--- src/rtl/pid_sched.sv ---
// rtl/pid_sched.sv - sampled PID request scheduler with timeout fault and actuator update
// Optional feature macro SLEW_LIMIT_EN: rate-limit each actuator update to +/-SLEW.
module pid_sched #(
    parameter int          DIV     = 100,
    parameter int          TIMEOUT = 15,
    parameter logic [15:0] SP_WALK = 16'd1000,
    parameter logic [15:0] SP_TURN = 16'd500,
    parameter logic [15:0] SLEW    = 16'd64
) (
    input  logic        clk,
    input  logic        rst,
    input  logic [1:0]  mode,
    input  logic [15:0] y_feedback,
    output logic        pid_req,
    output logic [15:0] pid_err,
    input  logic        pid_ack,
    input  logic [15:0] pid_u,
    output logic        pid_clr,
    output logic [15:0] actuator_out,
    output logic        fault
);
    localparam int DW = $clog2(DIV + 1);
    localparam int TW = $clog2(TIMEOUT + 1);

    localparam logic [1:0] M_IDLE = 2'd0;
    localparam logic [1:0] M_WALK = 2'd1;
    localparam logic [1:0] M_TURN = 2'd2;
    localparam logic [1:0] M_STOP = 2'd3;

`ifdef SLEW_LIMIT_EN
    localparam bit SLEW_EN = 1'b1;
`else
    localparam bit SLEW_EN = 1'b0;
`endif

    typedef enum logic [1:0] {S_WAIT, S_SAMPLE, S_REQ, S_APPLY} state_t;

    state_t        state_q;
    logic [DW-1:0] div_cnt_q;
    logic [TW-1:0] req_cnt_q;
    logic [1:0]    mode_q;
    logic [15:0]   target_q;
    logic          req_q;
    logic          clr_q;
    logic          fault_q;
    logic [15:0]   err_q;
    logic [15:0]   act_q;

    logic [15:0]        setpoint;
    logic signed [16:0] diff;
    logic [15:0]        err_d;
    logic [15:0]        tgt_clamped;
    logic [15:0]        act_d;

    // Sampling happens on the edge that enters SAMPLE, so err/clr are visible during SAMPLE.
    always_comb begin
        setpoint = 16'd0;
        if (mode == M_WALK) begin
            setpoint = SP_WALK;
        end else if (mode == M_TURN) begin
            setpoint = SP_TURN;
        end
        diff  = $signed({1'b0, setpoint}) - $signed({1'b0, y_feedback});
        err_d = (diff < -17'sd32768) ? 16'h8000 : diff[15:0];
    end

    always_comb begin
        tgt_clamped = target_q[15] ? 16'd0 : target_q;
        act_d       = tgt_clamped;
        if (SLEW_EN) begin
            if ({1'b0, tgt_clamped} > ({1'b0, act_q} + {1'b0, SLEW})) begin
                act_d = act_q + SLEW;
            end else if (({1'b0, tgt_clamped} + {1'b0, SLEW}) < {1'b0, act_q}) begin
                act_d = act_q - SLEW;
            end
        end
    end

    always_ff @(posedge clk or negedge rst) begin
        if (!rst) begin
            state_q   <= S_WAIT;
            div_cnt_q <= '0;
            req_cnt_q <= '0;
            mode_q    <= M_IDLE;
            target_q  <= 16'd0;
            req_q     <= 1'b0;
            clr_q     <= 1'b0;
            fault_q   <= 1'b0;
            err_q     <= 16'd0;
            act_q     <= 16'd0;
        end else begin
            clr_q <= 1'b0;
            case (state_q)
                S_WAIT: begin
                    if (div_cnt_q == DW'(DIV - 1)) begin
                        state_q   <= S_SAMPLE;
                        div_cnt_q <= '0;
                        mode_q    <= mode;
                        err_q     <= err_d;
                        clr_q     <= (mode != mode_q);
                        if (mode == M_STOP) begin
                            fault_q <= 1'b0;
                        end
                    end else begin
                        div_cnt_q <= div_cnt_q + 1'b1;
                    end
                end
                S_SAMPLE: begin
                    if (mode_q == M_WALK || mode_q == M_TURN) begin
                        state_q   <= S_REQ;
                        req_q     <= 1'b1;
                        req_cnt_q <= '0;
                    end else begin
                        state_q  <= S_APPLY;
                        target_q <= 16'd0;
                    end
                end
                S_REQ: begin
                    // An ack on the final allowed cycle still wins over the timeout.
                    if (pid_ack) begin
                        target_q <= pid_u;
                        req_q    <= 1'b0;
                        state_q  <= S_APPLY;
                    end else if (req_cnt_q == TW'(TIMEOUT - 1)) begin
                        fault_q  <= 1'b1;
                        req_q    <= 1'b0;
                        target_q <= 16'd0;
                        state_q  <= S_APPLY;
                    end else begin
                        req_cnt_q <= req_cnt_q + 1'b1;
                    end
                end
                S_APPLY: begin
                    act_q     <= act_d;
                    state_q   <= S_WAIT;
                    div_cnt_q <= '0;
                end
                default: state_q <= S_WAIT;
            endcase
        end
    end

    assign pid_req      = req_q;
    assign pid_err      = err_q;
    assign pid_clr      = clr_q;
    assign actuator_out = act_q;
    assign fault        = fault_q;
endmodule

--- config.mk ---
export PLATFORM = sky130hd
export DESIGN_NAME = pid_sched
export DESIGN_NICKNAME = d
export VERILOG_FILES = /design/src/rtl/pid_sched.sv
export SDC_FILE = /design/constraint.sdc
export NUM_CORES = 1
export LEC_CHECK = 0
export CAP_MARGIN = 20
export CORE_MARGIN = 3
export CORE_UTILIZATION = 23
export DETAILED_ROUTE_END_ITERATION = 6
export GPL_TIMING_DRIVEN = 1
export PLACE_DENSITY_LB_ADDON = 0.1
export SETUP_SLACK_MARGIN = 0.2
export SYNTH_ARGS = -nofsm -noshare
export SYNTH_HDL_FRONTEND = slang
export SYNTH_SLANG_ARGS = --single-unit
--- constraint.sdc ---
create_clock -name clk -period 2.5 [get_ports clk]
set_input_delay 0.25 -clock clk [delete_from_list [all_inputs] [get_ports clk]]
set_output_delay 0.25 -clock clk [all_outputs]
set_load 0.01 [all_outputs]
==> flow_summary.toml <==
[status]
status = "completed"

[synthesis]
synth_mux_area_share_pct = 1.109
synth_nets = 470
synth_xor_area_share_pct = 5.376
synth_compound_area_share_pct = 16.20
seq_area_frac_synth_pct = 43.68
synth_top_family_by_area = "simple AND/OR/NAND/NOR gates"
yosysUniqueCellTypes = 54
yosysWarnings = 0
synth-edff-count = 0
ys_ff_latch = 65
yosys.area_share.adder_pct = 5.712
synthArstFlopShare_pct = 100.0
synth_flop_cell = "dfrtp_1"
synthesis.area_mm2 = 0.003724
yosys.area_share.simple_pct = 22.14
synth.avg_cell_area_um2 = 8.951
synthCells = 416

[worst_setup_path]
cp.required_ns = 2.71
rrSetupSlack_ns = 0.61
cp_max_fo = 5
worst-setup-path-type = "in2reg"
cp.arrival_ns = 2.40
setup.worst_path.start_class = "primary input"
critPathCaptureType = "flop"

[grt]
grt_max_degree = 46
track_usage_pct = 11.97
antenna_found_initial = 0
grt_pass1_wl_um = 16850
grt_overflow_total = 0
grt_pass1_vias = 3334

[drt]
num_vias = 3247
detail-route-antenna-nets = 0
wire_per_inst_um = 13.67
route.detailed.drc = 0
drt_iter0_markers = 112
first_pass_iters = 4
viasPerCell = 4.301
routed_wl_um = 10320

[floorplanning]
rows = 45
dieHeight_um = 133.2
die_w_um = 133.2
fp.coreArea_mm2 = 0.01554
fp.dieArea_mm2 = 0.01775
io_pins = 72
initial_core_util_pct = 23.96

[power_and_ir_drop]
ir_drop_mv = 0.3247
powerDensity_mw_per_mm2 = 789.1
leakagePower_uw = 0.002418

[final_layout]
n_fill_cell = 1673
seq_area_mm2 = 0.001627
n_antenna_cell = 0
nNetsFinal = 593
layoutNonFillerInstCount = 755
multi_input_area_mm2 = 0.002002
drive_gt1_share_pct = 21.14
syn_to_final_growth_pct = 46.34

[clock_tree]
clkLatencyLatePin_ns = 0.33
cts_sinks = 65
clock_path_buffers = 2
cts_root_buffer = "clkbuf_16"
cts_tree = "done"
cts_buffers = 9
path_clk_slew_ns = 0.06
htree_levels = 3

[placement]
dp_cells = 734
portBuffers = 70
dpl.hpwl_um = 7769
gp_congestion = 0.8649
pre_cts_ws_ns = -0.4879

[sta]
worst_pin_slew_ns = 0.6053
clock_skew_ns = 0.006257
slew_headroom_pct = 59.65
hold_viol_final = 0
setup_viol = 0
maxClockFrequency_mhz = 456.4
layout_min_cycle_time_ns = 2.191
fin_crit_sh_pct = 87.65
setup_ws_ns = 0.3088
rsz0062_at_grt = "no"
slew_violations = 0

[run]
cap_violations = 0

[worst_hold_path]
hold_class = "in2reg"
placed cells by master (no fill, tap or decap), types with 3 or more instances in the layout:
cell              n
o21ai_1           6
clkinv_4          3
a21oi_1          15
clkbuf_16         9
ha_4              5
and3_1            3
xnor2_1          12
clkdlybuf4s50_1  66
inv_1            31
a21o_1            3
ha_1             10
nand2b_1          3
inv_2             4
buf_4            58
nand2_1          69
nand3b_1         15
nor3_1            6
nand4_1           3
a211oi_1          3
o21ai_0          35
nor2_1           20
nand3_1          24
dfrtp_1          65
nor2b_1           5
a31oi_1           4
xor2_1            9
cells in the mapped netlist (all sizes together), types with 2 or more instances:
| cell type | instances | area (um^2) |
|---|---|---|
| nand3 | 24 | 120.1 |
| ha | 17 | 212.7 |
| nand2 | 70 | 262.8 |
| a211oi | 5 | 42.54 |
| nand4 | 3 | 18.77 |
| a21oi | 17 | 85.08 |
| xnor2 | 12 | 105.1 |
| nor3 | 7 | 35.03 |
| buf | 4 | 27.52 |
| a31oi | 5 | 46.29 |
| o21ai | 42 | 221.5 |
| a21o | 3 | 22.52 |
| and3 | 4 | 25.02 |
| dfrtp | 65 | 1627 |
| nor2 | 21 | 78.83 |
| and2 | 4 | 25.02 |
| o31ai | 4 | 40.03 |
| xor2 | 10 | 95.10 |
| nor2b | 6 | 40.04 |
| mux2i | 3 | 30.03 |
| inv | 36 | 135.1 |
| nand3b | 15 | 112.6 |
| clkbuf | 13 | 48.80 |
| nand4b | 2 | 17.52 |
| nand2b | 3 | 18.77 |
| a211o | 2 | 17.52 |
| or2 | 3 | 18.77 |
per-layer routing:
layer  track usage [%]  vias up  share of wire (%)
met5                 0        -                  0
met4             4.629        0                1.8
met3             2.870       14                3.9
met2             19.53       74                 48
met1             15.35     1502                 47
li1                  -     1657                  -
critical path: stages:
cell,delay (ns)
clkdlybuf4s50_1,0.46
inv_1,0.07
ha_4,0.24
a211oi_4,0.23
a21oi_2,0.10
a31oi_4,0.19
o21ai_4,0.08
nor4b_4,0.14
buf_4,0.16
o311ai_4,0.35
o21ai_1,0.12
power breakdown:
part	switching [uW]	total, uW	internal (uW)
clock network	483	1180	699
registers	207	1520	1310
logic	878	1600	718
total	1570	4300	2730
cell families after synthesis:
family,count (synthesis)
AND/OR/NAND/NOR,166
AO/OA/AOI/OAI,88
flip-flops,65
buffers and inverters,53
XOR/XNOR,22
adder cells (fa/ha/maj),17
multiplexers,4
other,1
final cells by class:
| type | count | share of cell area [%] |
|---|---|---|
| clock buffer | 10 | 4.386 |
| clock inverter | 6 | 0.8037 |
| inverter | 36 | 2.572 |
| multi-input combinational | 298 | 36.74 |
| sequential | 65 | 29.85 |
| tap | 211 | 4.845 |
| timing repair buffer | 129 | 20.80 |
final timing paths:
| path | startpoint | to | cells past startpoint |
|---|---|---|---|
| worst min register to register | target_q[7] | target_q[7] | 2 |
| worst min-delay path | mode[0] | mode_q[0] | 4 |
| min in group asynchronous | rst | req_cnt_q[3] | 3 |
| worst max-delay path | y_feedback[6] | pid_err[4] | 11 |
| max in group asynchronous | rst | target_q[3] | 3 |
| worst max register to register | state_q[0] | req_cnt_q[3] | 8 |
what timing repair did:
item	4_1_cts	5_1_grt
pin swaps	9	8
resized for setup	12	16
hold buffers	1	0
setup buffers	2	2
setup endpoints to repair	16	14
hold endpoints to repair	20	0
through the flow:
stage	TNS, ns	util [%]	power, uW	area (um^2)	hold WS (ns)
2_1_floorplan	0	-	2471	3777	-0.04559
3_3_place_gp	-5.584	32.60	3117	5066	0.2808
3_5_place_dp	-6.292	32.60	3126	5066	0.2747
4_1_cts	0	34.78	4358	5405	0.4050
5_1_grt	0	35.06	4641	5449	0.3289
6_report	0	35.06	4300	5449	0.3094
flip-flops by register name, summed over array words and instances, names as in the netlist:
signal	flops
div_cnt_q	7
actuator_out	15
target_q	16
fault	1
mode_q	2
req_cnt_q	4
pid_clr	1
pid_err	16
pid_req	1
state_q	2
No activity file was read; power rests on OpenSTA's default activity.
